**src/rtl/box_controlling_module.sv**
```systemverilog
// Push-button bounding-box controller: move/resize a box in image pixel space with auto-repeat.
// Define DEBOUNCE_EN to insert a stable-time counter filter behind each button synchroniser.
module box_controlling_module #(
    parameter int IMAGE_WIDTH     = 1080,
    parameter int IMAGE_HEIGHT    = 1920,
    parameter int BOX_INIT        = 128,
    parameter int MIN_SIZE        = 16,
    parameter int STEP            = 8,
    parameter int REPEAT_CYCLES   = 2_000_000,
    parameter int DEBOUNCE_CYCLES = 1_000_000
) (
    input  logic        clk,
    input  logic        rst,
    input  logic        mode_sel,
    input  logic        button_left,
    input  logic        button_right,
    input  logic        button_up,
    input  logic        button_down,
    input  logic        button_bigger,
    input  logic        button_smaller,
    output logic [10:0] x1,
    output logic [10:0] y1,
    output logic [10:0] x2,
    output logic [10:0] y2
);

    typedef logic [10:0]        pix_t;
    typedef logic signed [11:0] coord_t;
    typedef struct packed { pix_t lo; pix_t hi; } span_t;

    localparam pix_t   XMAX       = pix_t'(IMAGE_WIDTH - 1);
    localparam pix_t   YMAX       = pix_t'(IMAGE_HEIGHT - 1);
    localparam pix_t   X_INIT     = pix_t'((IMAGE_WIDTH - BOX_INIT) / 2);
    localparam pix_t   Y_INIT     = pix_t'((IMAGE_HEIGHT - BOX_INIT) / 2);
    localparam pix_t   SIDE_M1    = pix_t'(BOX_INIT - 1);
    localparam coord_t STEP_S     = coord_t'(STEP);
    localparam pix_t   STEP_P     = pix_t'(STEP);
    localparam pix_t   MIN_M1     = pix_t'(MIN_SIZE - 1);
    localparam pix_t   SHRINK_MIN = pix_t'(MIN_SIZE + 2 * STEP - 1);
    localparam logic [5:0] MOVE_MASK   = 6'b001111;
    localparam logic [5:0] RESIZE_MASK = 6'b110000;
    localparam int TW = $clog2(REPEAT_CYCLES + 1);

`ifdef DEBOUNCE_EN
    localparam int FILTER_LEN = DEBOUNCE_CYCLES;
`else
    localparam int FILTER_LEN = 0 * DEBOUNCE_CYCLES;
`endif
    // Edges are ignored until synchronisers (and filters) have refilled after reset.
    localparam int SETTLE = FILTER_LEN + 4;
    localparam int SW     = $clog2(SETTLE + 1);

    function automatic coord_t ext(input pix_t p);
        return coord_t'({1'b0, p});
    endfunction

    function automatic pix_t sat(input coord_t v, input pix_t lim);
        if (v < 0) return '0;
        if (v > ext(lim)) return lim;
        return pix_t'(v);
    endfunction

    function automatic span_t move_axis(input span_t s, input logic dec, input logic inc, input pix_t lim);
        span_t r;
        r = s;
        if (inc && !dec) begin
            r.hi = sat(ext(s.hi) + STEP_S, lim);
            r.lo = r.hi - (s.hi - s.lo);
        end else if (dec && !inc) begin
            r.lo = sat(ext(s.lo) - STEP_S, lim);
            r.hi = r.lo + (s.hi - s.lo);
        end
        return r;
    endfunction

    function automatic span_t resize_axis(input span_t s, input logic grow, input logic shrink, input pix_t lim);
        span_t r;
        r = s;
        if (grow && !shrink) begin
            r.lo = sat(ext(s.lo) - STEP_S, lim);
            r.hi = sat(ext(s.hi) + STEP_S, lim);
        end else if (shrink && !grow) begin
            if (s.hi - s.lo >= SHRINK_MIN) begin
                r.lo = s.lo + STEP_P;
                r.hi = s.hi - STEP_P;
            end else begin
                r.lo = s.lo + ((s.hi - s.lo - MIN_M1) >> 1);
                r.hi = r.lo + MIN_M1;
            end
        end
        return r;
    endfunction

    // Stage p0/p1: two-flop synchronisers; bit order left,right,up,down,bigger,smaller
    logic [5:0] btn_raw, btn_p0, btn_p1, btn_flt;
    logic       mode_p0, mode_p1;

    assign btn_raw = {button_smaller, button_bigger, button_down, button_up, button_right, button_left};

    always_ff @(posedge clk) begin
        if (rst) begin
            btn_p0  <= '0;
            btn_p1  <= '0;
            mode_p0 <= 1'b0;
            mode_p1 <= 1'b0;
        end else begin
            btn_p0  <= btn_raw;
            btn_p1  <= btn_p0;
            mode_p0 <= mode_sel;
            mode_p1 <= mode_p0;
        end
    end

`ifdef DEBOUNCE_EN
    localparam int DW = $clog2(DEBOUNCE_CYCLES + 1);
    logic [DW-1:0] db_cnt [6];

    always_ff @(posedge clk) begin
        if (rst) begin
            btn_flt <= '0;
            for (int i = 0; i < 6; i++) db_cnt[i] <= '0;
        end else begin
            for (int i = 0; i < 6; i++) begin
                if (btn_p1[i] == btn_flt[i]) begin
                    db_cnt[i] <= '0;
                end else if (db_cnt[i] == DW'(DEBOUNCE_CYCLES - 1)) begin
                    btn_flt[i] <= btn_p1[i];
                    db_cnt[i]  <= '0;
                end else begin
                    db_cnt[i] <= db_cnt[i] + 1'b1;
                end
            end
        end
    end
`else
    assign btn_flt = btn_p1;
`endif

    // Step trigger: rising edge of an active button, then every REPEAT_CYCLES while held
    logic [5:0]    btn_prev, mask, active;
    logic          mode_prev, hold_ok, rise, mode_chg, repeat_hit, settling, step;
    logic [TW-1:0] rpt_cnt;
    logic [SW-1:0] settle_cnt;

    assign mask       = mode_p1 ? RESIZE_MASK : MOVE_MASK;
    assign active     = btn_flt & mask;
    assign rise       = |(btn_flt & ~btn_prev & mask);
    assign mode_chg   = mode_p1 != mode_prev;
    assign settling   = settle_cnt != SW'(SETTLE);
    assign repeat_hit = hold_ok && (rpt_cnt == TW'(REPEAT_CYCLES - 1));
    assign step       = !settling && !mode_chg && (rise || repeat_hit);

    always_ff @(posedge clk) begin
        if (rst) begin
            btn_prev   <= '1;
            mode_prev  <= 1'b0;
            hold_ok    <= 1'b0;
            rpt_cnt    <= '0;
            settle_cnt <= '0;
        end else begin
            mode_prev <= mode_p1;
            if (settling) begin
                settle_cnt <= settle_cnt + 1'b1;
                btn_prev   <= '1;
                hold_ok    <= 1'b0;
                rpt_cnt    <= '0;
            end else begin
                btn_prev <= btn_flt;
                if (mode_chg || active == '0) begin
                    hold_ok <= 1'b0;
                    rpt_cnt <= '0;
                end else if (rise) begin
                    hold_ok <= 1'b1;
                    rpt_cnt <= '0;
                end else if (repeat_hit) begin
                    rpt_cnt <= '0;
                end else if (hold_ok) begin
                    rpt_cnt <= rpt_cnt + 1'b1;
                end
            end
        end
    end

    // Box update: next corners computed combinationally, registered on step
    span_t cur_x, cur_y, nxt_x, nxt_y;

    assign cur_x = '{x1, x2};
    assign cur_y = '{y1, y2};

    always_comb begin
        nxt_x = cur_x;
        nxt_y = cur_y;
        if (step) begin
            if (mode_p1) begin
                nxt_x = resize_axis(cur_x, btn_flt[4], btn_flt[5], XMAX);
                nxt_y = resize_axis(cur_y, btn_flt[4], btn_flt[5], YMAX);
            end else begin
                nxt_x = move_axis(cur_x, btn_flt[0], btn_flt[1], XMAX);
                nxt_y = move_axis(cur_y, btn_flt[2], btn_flt[3], YMAX);
            end
        end
    end

    always_ff @(posedge clk) begin
        if (rst) begin
            x1 <= X_INIT;
            x2 <= X_INIT + SIDE_M1;
            y1 <= Y_INIT;
            y2 <= Y_INIT + SIDE_M1;
        end else begin
            x1 <= nxt_x.lo;
            x2 <= nxt_x.hi;
            y1 <= nxt_y.lo;
            y2 <= nxt_y.hi;
        end
    end

endmodule

```
**config.mk**
```make
export PLATFORM = sky130hd
export DESIGN_NAME = box_controlling_module
export DESIGN_NICKNAME = d
export VERILOG_FILES = /design/src/rtl/box_controlling_module.sv
export SDC_FILE = /design/constraint.sdc
export NUM_CORES = 1
export LEC_CHECK = 0
export CORE_AREA = 4 4 139 155
export CTS_CLUSTER_SIZE = 30
export DETAILED_ROUTE_END_ITERATION = 8
export DIE_AREA = 0 0 143 159
export PLACE_DENSITY = 0.73
export RECOVER_POWER = 25
export SETUP_SLACK_MARGIN = 0.1
export SYNTH_ARGS = -nofsm -noshare
export SYNTH_HDL_FRONTEND = slang
export SYNTH_SLANG_ARGS = --single-unit
export TNS_END_PERCENT = 1
```
**constraint.sdc**
```tcl
create_clock -name clk -period 5.22 [get_ports clk]
set_input_delay 0.783 -clock clk [delete_from_list [all_inputs] [get_ports clk]]
set_output_delay 0.783 -clock clk [all_outputs]
set_load 0.01 [all_outputs]
```
==> impl_metrics.prom, run 1 <==
# TYPE chip_impl_metric gauge
chip_impl_metric{name="synth_compound_gate_area_share",unit="%"} 26.54
chip_impl_metric{name="post_synth_inst_count",unit=""} 1455
chip_impl_metric{name="post_synth_and_or_nand_nor_area_fraction",unit="%"} 23.06
chip_impl_metric{name="maxcap_viol_count",unit=""} 0
chip_impl_info{name="yosysTopAreaCell",value="sky130_fd_sc_hd__dfxtp_1"} 1
chip_impl_metric{name="vdd_drop_max",unit="mV"} 0.1700
chip_impl_metric{name="synth.lib_cells_used.distinct",unit=""} 101
chip_impl_metric{name="hold_viol",unit=""} 0
chip_impl_metric{name="gpl.final_weighted_congestion",unit=""} 0.9819
chip_impl_info{name="cells_taking_the_most_area_after_synthesis",value="sky130_fd_sc_hd__dfxtp_1 17%, sky130_fd_sc_hd__ha_1 10%, sky130_fd_sc_hd__xnor2_1 8.3%, sky130_fd_sc_hd__nor2_1 5.0%, sky130_fd_sc_hd__nand2_1 4.2%"} 1
chip_impl_metric{name="synth_fa_ha_area_share",unit="%"} 12.21
chip_impl_metric{name="cts_max_level",unit=""} 3
chip_impl_metric{name="first_iter_violations",unit=""} 1061
chip_impl_info{name="crit_family",value="compound AO/OA/AOI/OAI gates"} 1
chip_impl_metric{name="cellPowerDensity",unit="mW/mm²"} 135.3
chip_impl_metric{name="tightestPinTransition",unit="ns"} 1.120
chip_impl_metric{name="number_of_antenna_violations_at_the_first_check_in_global_routing",unit=""} 0
chip_impl_metric{name="final.setup.worst_slack",unit="ns"} 0.3451
chip_impl_metric{name="hold-path-cell-count",unit=""} 1
chip_impl_metric{name="setup.reg_to_reg.worst_slack",unit="ns"} 0.35
chip_impl_metric{name="wl_per_cell",unit="µm"} 20.01
chip_impl_metric{name="timing.critical_path.buf_inv",unit=""} 1
chip_impl_info{name="crit_type",value="reg2reg"} 1
chip_impl_metric{name="num_vias",unit=""} 11283
chip_impl_info{name="worstHoldStart",value="btn_p0[3]"} 1
chip_impl_metric{name="synthArstFlopShare",unit="%"} 0
chip_impl_metric{name="synth_mux_area_share",unit="%"} 2.947
chip_impl_metric{name="skew",unit="ns"} 0.01328
chip_impl_metric{name="number_of_buffers_inserted_to_repair_setup_after_cts",unit=""} 0
chip_impl_metric{name="place.port_buffers",unit=""} 52
chip_impl_metric{name="path_clk_slew",unit="ns"} 0.07
chip_impl_metric{name="globalRoute.totalOverflow",unit=""} 0
chip_impl_info{name="synth_top_family_by_area",value="compound AO/OA/AOI/OAI gates"} 1
chip_impl_metric{name="synth-edff-count",unit=""} 0
chip_impl_metric{name="final_antenna_net_count",unit=""} 0
chip_impl_metric{name="clock_tree.buffer_depth",unit=""} 2
chip_impl_metric{name="timing.final.setup_violations",unit=""} 0
chip_impl_metric{name="critPathArrivalTime",unit="ns"} 5.13
chip_impl_metric{name="ys.warnings.count",unit=""} 0
chip_impl_metric{name="grt_max_degree",unit=""} 50
chip_impl_metric{name="insertedDiodeCount",unit=""} 0
chip_impl_info{name="timing.hold.worst.class",value="reg2reg"} 1
chip_impl_metric{name="wirelength",unit="mm"} 35.06
chip_impl_info{name="holdPathEnd",value="btn_flt[3]"} 1
chip_impl_metric{name="vias_in_the_first_global_route",unit=""} 10717
chip_impl_metric{name="core_area",unit="mm²"} 0.01980
chip_impl_info{name="clockRootBuffer",value="sky130_fd_sc_hd__clkbuf_16"} 1
chip_impl_metric{name="die-height",unit="µm"} 159
chip_impl_info{name="ys.flop_type",value="sky130_fd_sc_hd__dfxtp_1"} 1
chip_impl_info{name="crit_path_end_kind",value="flip-flop"} 1
chip_impl_info{name="crit_top_cell",value="sky130_fd_sc_hd__a21oi_1"} 1
chip_impl_metric{name="io_pins",unit=""} 53
chip_impl_metric{name="drive_gt1_share",unit="%"} 8.133
chip_impl_metric{name="synthesized_nets",unit=""} 1559
chip_impl_info{name="critical_path.startpoint_type",value="flip-flop"} 1
chip_impl_metric{name="mean_instance_size_in_the_synthesized_netlist",unit="µm²"} 7.442
chip_impl_info{name="cts_tree",value="yes"} 1
chip_impl_metric{name="global_route_wire_length_before_repair",unit="mm"} 55.59
chip_impl_metric{name="place_hpwl",unit="mm"} 26.63
chip_impl_info{name="grt_setup_unrepaired",value="yes"} 1
chip_impl_metric{name="post-route-drc-count",unit=""} 0
chip_impl_metric{name="cts_num_sinks",unit=""} 90
chip_impl_metric{name="ys_seq_area_share",unit="%"} 16.64
chip_impl_metric{name="power.static_leakage",unit="nW"} 4.912
chip_impl_metric{name="worstSkewPairLatency",unit="ns"} 0.36
chip_impl_metric{name="clock.fmax",unit="MHz"} 205.1
chip_impl_metric{name="place_ws",unit="ns"} 0.1354
chip_impl_metric{name="reg2reg_depth",unit=""} 18
chip_impl_info{name="rr_startpoint",value="x1[4]"} 1
chip_impl_info{name="timing.critical_path.slowest_stage_cell",value="sky130_fd_sc_hd__or4b_1"} 1
chip_impl_metric{name="ffs_latches_synth",unit=""} 90
chip_impl_metric{name="rows",unit=""} 54
chip_impl_metric{name="detail_route.vias_per_cell",unit=""} 6.440
chip_impl_info{name="crit_chain",value="inv_1, ha_2, or4b_1, xnor2_1, o32ai_1, o211ai_1, o21ai_2, o21a_1, ha_1, a21o_1, a21oi_1, o21bai_1, a21oi_1, o21bai_1, maj3_2, a21oi_1, mux2i_1, a311o_1"} 1
chip_impl_metric{name="slew-limit-headroom",unit="%"} 25.35
chip_impl_metric{name="global_route.usage.total",unit="%"} 30.00
chip_impl_metric{name="critPathMaxStageDelay",unit="ns"} 0.62
chip_impl_metric{name="post-route-min-period",unit="ns"} 4.875
chip_impl_info{name="worstReg2RegEnd",value="x2[9]"} 1
chip_impl_metric{name="fin_crit_sh",unit="%"} 93.39
chip_impl_metric{name="setup_total_negative_slack",unit="ns"} 0
chip_impl_metric{name="critical_path_peak_fanout",unit=""} 9
chip_impl_metric{name="dieArea",unit="mm²"} 0.02274
chip_impl_metric{name="die-width",unit="µm"} 143
chip_impl_info{name="result_of_the_run",value="completed"} 1
chip_impl_metric{name="synth_top_cell_area_share",unit="%"} 16.64
chip_impl_metric{name="synthToLayoutAreaGrowth",unit="%"} 11.24
chip_impl_metric{name="post_synth_xor_area_fraction",unit="%"} 12.41
chip_impl_metric{name="dr.pass1.iters",unit=""} 5
chip_impl_metric{name="required",unit="ns"} 5.47
chip_impl_metric{name="tritoncts.num_buffers",unit=""} 9
chip_impl_metric{name="synth_area",unit="mm²"} 0.01083
chip_impl_metric{name="max_slew_violation_count",unit=""} 0
chip_impl_metric{name="floorplan.initialDensity",unit="%"} 54.70
chip_impl_metric{name="layout.nets",unit=""} 1599
[kinds of logic after synthesis]
logic type      Yosys count
fa+ha+maj               102
mux                      31
simple gates            505
compound gates          421
flops                    90
xor+xnor                151
buf+inv                 155
[synthesized netlist by cell type, drive strengths merged, types with 6 or more instances]
master	instances
a211oi	20
a21o	12
a21oi	91
a221oi	14
a31oi	22
and2	12
and3	12
buf	16
clkbuf	51
dfxtp	90
fa	8
ha	87
inv	86
maj3	7
mux2	7
mux2i	24
nand2	121
nand2b	12
nand3	40
nand4	13
nor2	146
nor2b	29
nor3	48
nor4	9
o2111ai	6
o211ai	20
o21a	27
o21ai	89
o21bai	11
o221ai	11
o22ai	15
o311ai	9
o31a	7
o31ai	12
o32ai	6
or2	11
or3	17
or4	7
xnor2	104
xor2	46
[worst max-delay path by stage]
stage                     cells after the start  startpoint  slack [ns]     end
after CTS                                    18       y1[1]        0.14  y2[10]
after global placement                       17       y1[5]        0.26  y2[10]
after floorplan                              18       y1[3]        0.61  y2[10]
after detailed placement                     19       y1[1]        0.14  y2[10]
after global routing                         18       x1[4]        0.08   x2[9]
final                                        18       x1[4]        0.35   x2[9]
[flip-flops by register name (all words and copies together), names as in the netlist]
| register | count |
|---|---|
| y1 | 11 |
| mode_prev | 1 |
| mode_p0 | 1 |
| rpt_cnt | 21 |
| x1 | 11 |
| btn_prev | 6 |
| mode_p1 | 1 |
| x2 | 11 |
| hold_ok | 1 |
| y2 | 11 |
| btn_flt | 6 |
| btn_p0 | 6 |
| settle_cnt | 3 |
[placed cells by master, fill, tap and decap left out, types with 9 or more instances in the layout]
master / count
sky130_fd_sc_hd__xnor2_1: 100
sky130_fd_sc_hd__a211oi_1: 19
sky130_fd_sc_hd__and2_1: 12
sky130_fd_sc_hd__nand2_1: 121
sky130_fd_sc_hd__o221ai_1: 11
sky130_fd_sc_hd__a221oi_1: 14
sky130_fd_sc_hd__clkdlybuf4s50_1: 43
sky130_fd_sc_hd__inv_1: 86
sky130_fd_sc_hd__o21a_1: 27
sky130_fd_sc_hd__a31oi_1: 20
sky130_fd_sc_hd__nor3_1: 46
sky130_fd_sc_hd__dfxtp_1: 87
sky130_fd_sc_hd__o21ai_0: 77
sky130_fd_sc_hd__nor2b_1: 29
sky130_fd_sc_hd__ha_1: 86
sky130_fd_sc_hd__nor2_1: 143
sky130_fd_sc_hd__xor2_1: 45
sky130_fd_sc_hd__clkbuf_16: 9
sky130_fd_sc_hd__o21bai_1: 11
sky130_fd_sc_hd__or2_2: 11
sky130_fd_sc_hd__o22ai_1: 14
sky130_fd_sc_hd__nand3_1: 40
sky130_fd_sc_hd__o31ai_1: 11
sky130_fd_sc_hd__nand4_1: 13
sky130_fd_sc_hd__nand2b_1: 12
sky130_fd_sc_hd__o21ai_1: 9
sky130_fd_sc_hd__a21oi_1: 89
sky130_fd_sc_hd__and3_1: 12
sky130_fd_sc_hd__mux2i_1: 24
sky130_fd_sc_hd__buf_4: 44
sky130_fd_sc_hd__o211ai_1: 20
sky130_fd_sc_hd__a21o_1: 12
sky130_fd_sc_hd__or3_1: 16
[area by class of cell]
cell class / count / area [µm²]
clock buffers: 10 / 229.0
clock inverters: 6 / 96.34
fillers: 1816 / 7751
inverters: 88 / 330.3
multi-input cells: 1210 / 8424
flip-flops and latches: 90 / 1805
well taps: 252 / 315.3
repair buffers: 96 / 844.6
[timing repair]
| action | 4_1_cts | 5_1_grt |
|---|---|---|
| endpoints found under the setup margin | 0 | 7 |
| resized for setup | 0 | 12 |
| hold buffers | 0 | 0 |
[through the flow]
step / instances / power [mW] / hold slack [ns] / instance area (µm²) / util, %
after floorplan: 1455 / 0.8454 / 0.4138 / 10830 / -
after global placement: 1736 / 0.8941 / 0.4233 / 11660 / 58.88
after detailed placement: 1736 / 0.8959 / 0.4268 / 11660 / 58.88
after CTS: 1752 / 1.638 / 0.4437 / 11980 / 60.52
after global routing: 1752 / 1.681 / 0.4653 / 12050 / 60.85
final: 1752 / 1.629 / 0.4397 / 12050 / 60.85
[metal layers]
layer,vias up,GRT usage [%],wire [µm]
li1,5401,-,-
met1,5294,38.57,14430
met2,466,49.27,16550
met3,122,3.995,2362
met4,0,14.30,1715
met5,-,0,0
[power breakdown]
| group | leakage (nW) | internal [mW] | switching, mW | total (mW) |
|---|---|---|---|---|
| clock network | 0.156 | 0.427 | 0.316 | 0.743 |
| registers | 0.731 | 0.697 | 0.00823 | 0.705 |
| logic | 4.03 | 0.0668 | 0.114 | 0.181 |
No activity file was read; power rests on OpenSTA's default activity.
==> inputs of run 2 (changes only) <==
- GPL_ROUTABILITY_DRIVEN: unset -> 0
- REMOVE_ABC_BUFFERS: unset -> 1
==> impl_metrics.prom, run 2 (synthesized netlist as in run 1, its figures left out) <==
# TYPE chip_impl_metric gauge
chip_impl_info{name="result_of_the_run",value="completed"} 1
chip_impl_info{name="cts_tree",value="yes"} 1
chip_impl_metric{name="worstSkewPairLatency",unit="ns"} 0.36
chip_impl_metric{name="setup_total_negative_slack",unit="ns"} 0
chip_impl_metric{name="cts_hold_buffers",unit=""} 0
chip_impl_info{name="crit_path_end_kind",value="flip-flop"} 1
chip_impl_metric{name="num_vias",unit=""} 11276
chip_impl_metric{name="power.static_leakage",unit="nW"} 4.868
chip_impl_metric{name="fin_crit_sh",unit="%"} 95.47
chip_impl_info{name="crit_family",value="simple AND/OR/NAND/NOR gates"} 1
chip_impl_info{name="layout_common_cells",value="144 x sky130_fd_sc_hd__nor2_1, 121 x sky130_fd_sc_hd__nand2_1, 103 x sky130_fd_sc_hd__xnor2_1"} 1
chip_impl_metric{name="detail_route.vias_per_cell",unit=""} 6.432
chip_impl_metric{name="globalRoute.totalOverflow",unit=""} 0
chip_impl_metric{name="dr.pass1.iters",unit=""} 6
chip_impl_metric{name="largest_register_ffs",unit=""} 21
chip_impl_metric{name="place_hpwl",unit="mm"} 26.26
chip_impl_info{name="crit_type",value="reg2reg"} 1
chip_impl_metric{name="tightestPinTransition",unit="ns"} 1.298
chip_impl_metric{name="layout.nets",unit=""} 1600
chip_impl_metric{name="post_cts_resized",unit=""} 0
chip_impl_metric{name="core_area",unit="mm²"} 0.01980
chip_impl_metric{name="drive_gt1_share",unit="%"} 7.662
chip_impl_info{name="timing.critical_path.slowest_stage_cell",value="sky130_fd_sc_hd__xnor2_1"} 1
chip_impl_metric{name="floorplan.initialDensity",unit="%"} 54.70
chip_impl_metric{name="rows",unit=""} 54
chip_impl_metric{name="insertedDiodeCount",unit=""} 0
chip_impl_metric{name="timing.critical_path.buf_inv",unit=""} 2
chip_impl_info{name="grt_setup_unrepaired",value="yes"} 1
chip_impl_metric{name="final_core_utilization",unit="%"} 60.50
chip_impl_metric{name="critPathArrivalTime",unit="ns"} 5.21
chip_impl_metric{name="clock.fmax",unit="MHz"} 200.7
chip_impl_info{name="timing.hold.worst.class",value="reg2reg"} 1
chip_impl_info{name="critical_path.startpoint_type",value="flip-flop"} 1
chip_impl_metric{name="skew",unit="ns"} 0.01641
chip_impl_metric{name="final_antenna_net_count",unit=""} 0
chip_impl_metric{name="wirelength",unit="mm"} 34.22
chip_impl_metric{name="die-height",unit="µm"} 159
chip_impl_metric{name="global_route_wire_length_before_repair",unit="mm"} 55.04
chip_impl_metric{name="path_clk_slew",unit="ns"} 0.08
chip_impl_metric{name="vias_in_the_first_global_route",unit=""} 10775
chip_impl_metric{name="hold_viol",unit=""} 0
chip_impl_metric{name="slew-limit-headroom",unit="%"} 13.44
chip_impl_info{name="mostFrequentLayoutCell",value="sky130_fd_sc_hd__nor2_1"} 1
chip_impl_metric{name="vdd_drop_max",unit="mV"} 0.1418
chip_impl_metric{name="global_route.usage.total",unit="%"} 29.70
chip_impl_metric{name="place.port_buffers",unit=""} 52
chip_impl_metric{name="setup.reg_to_reg.worst_slack",unit="ns"} 0.24
chip_impl_metric{name="tritoncts.num_buffers",unit=""} 9
chip_impl_metric{name="number_of_antenna_violations_at_the_first_check_in_global_routing",unit=""} 0
chip_impl_info{name="crit_chain",value="inv_1, ha_1, nor2b_1, o31ai_2, nor4b_1, a311o_1, inv_1, xnor2_1, ha_1, and2_1, a31oi_1, nand3b_1, xnor2_1, nor3_1, and4_1, or3_1, a31oi_1, o41ai_2"} 1
chip_impl_metric{name="max_slew_violation_count",unit=""} 0
chip_impl_metric{name="io_pins",unit=""} 53
chip_impl_metric{name="number_of_buffers_inserted_to_repair_setup_after_cts",unit=""} 0
chip_impl_metric{name="required",unit="ns"} 5.45
chip_impl_metric{name="first_iter_violations",unit=""} 1011
chip_impl_metric{name="n_fill_cell",unit=""} 1855
chip_impl_metric{name="critical_path_peak_fanout",unit=""} 5
chip_impl_metric{name="post-route-min-period",unit="ns"} 4.983
chip_impl_metric{name="cts_max_level",unit=""} 3
chip_impl_info{name="clockRootBuffer",value="sky130_fd_sc_hd__clkbuf_16"} 1
chip_impl_metric{name="die-width",unit="µm"} 143
chip_impl_metric{name="maxcap_viol_count",unit=""} 0
chip_impl_metric{name="post-route-drc-count",unit=""} 0
chip_impl_info{name="largest_register",value="rpt_cnt"} 1
chip_impl_metric{name="wl_per_cell",unit="µm"} 19.52
chip_impl_metric{name="dieArea",unit="mm²"} 0.02274
chip_impl_metric{name="cellPowerDensity",unit="mW/mm²"} 130.1
chip_impl_metric{name="synthToLayoutAreaGrowth",unit="%"} 10.61
chip_impl_metric{name="timing.final.setup_violations",unit=""} 0
chip_impl_metric{name="cts_num_sinks",unit=""} 90
chip_impl_metric{name="clock_tree.buffer_depth",unit=""} 2
chip_impl_metric{name="critPathMaxStageDelay",unit="ns"} 0.57
chip_impl_metric{name="grt_max_degree",unit=""} 31
-- run 2: changes by cell type in the layout (fill, tap and decap cells not counted), sizes merged --
cell / previous run / this run
clkinvlp: 1 / 2
inv: 89 / 91
bufinv: 2 / 0
-- run 2: final cells by class --
type                            count  area (µm²)  area share (%)
Clock buffer                        9       225.2           1.880
Tap cell                          252       315.3           2.633
Sequential cell                    90        1803           15.05
Timing Repair Buffer               97       848.3           7.083
Clock inverter                      7       66.31          0.5537
Inverter                           88       330.3           2.758
Multi-Input combinational cell   1210        8388           70.04
-- run 2: worst paths after layout --
check,startpoint,end,cells after the start
max,y1[1],y2[9],18
min,btn_p0[3],btn_flt[3],1
max reg2reg,y1[1],y2[9],18
min reg2reg,btn_p0[3],btn_flt[3],1
-- run 2: metal layers --
layer / track usage (%) / part of all wire (%) / wire [µm]
met1: 37.55 / 41 / 14060
met2: 48.01 / 46 / 15710
met3: 4.506 / 7.3 / 2499
met4: 16.38 / 5.7 / 1949
met5: 0 / 0 / 0
-- run 2: power breakdown --
group	internal (mW)	switching, mW	total, mW
clock	0.337	0.338	0.675
combinational	0.0665	0.110	0.177
sequential	0.696	0.0104	0.707
-- run 2: stage by stage --
| step | instance area (µm²) | setup WS (ns) | total power [mW] | hold slack (ns) | instances |
|---|---|---|---|---|---|
| floorplan | 10490 | 0.6980 | 0.8352 | 0.4138 | 1388 |
| global placement | 11660 | 0.3581 | 0.8916 | 0.4163 | 1737 |
| detailed placement | 11660 | 0.1802 | 0.8942 | 0.4237 | 1737 |
| CTS | 11950 | 0.1605 | 1.564 | 0.4471 | 1753 |
| global route | 11980 | 0.04882 | 1.619 | 0.4663 | 1753 |
| finish | 11980 | 0.2366 | 1.559 | 0.4447 | 1753 |
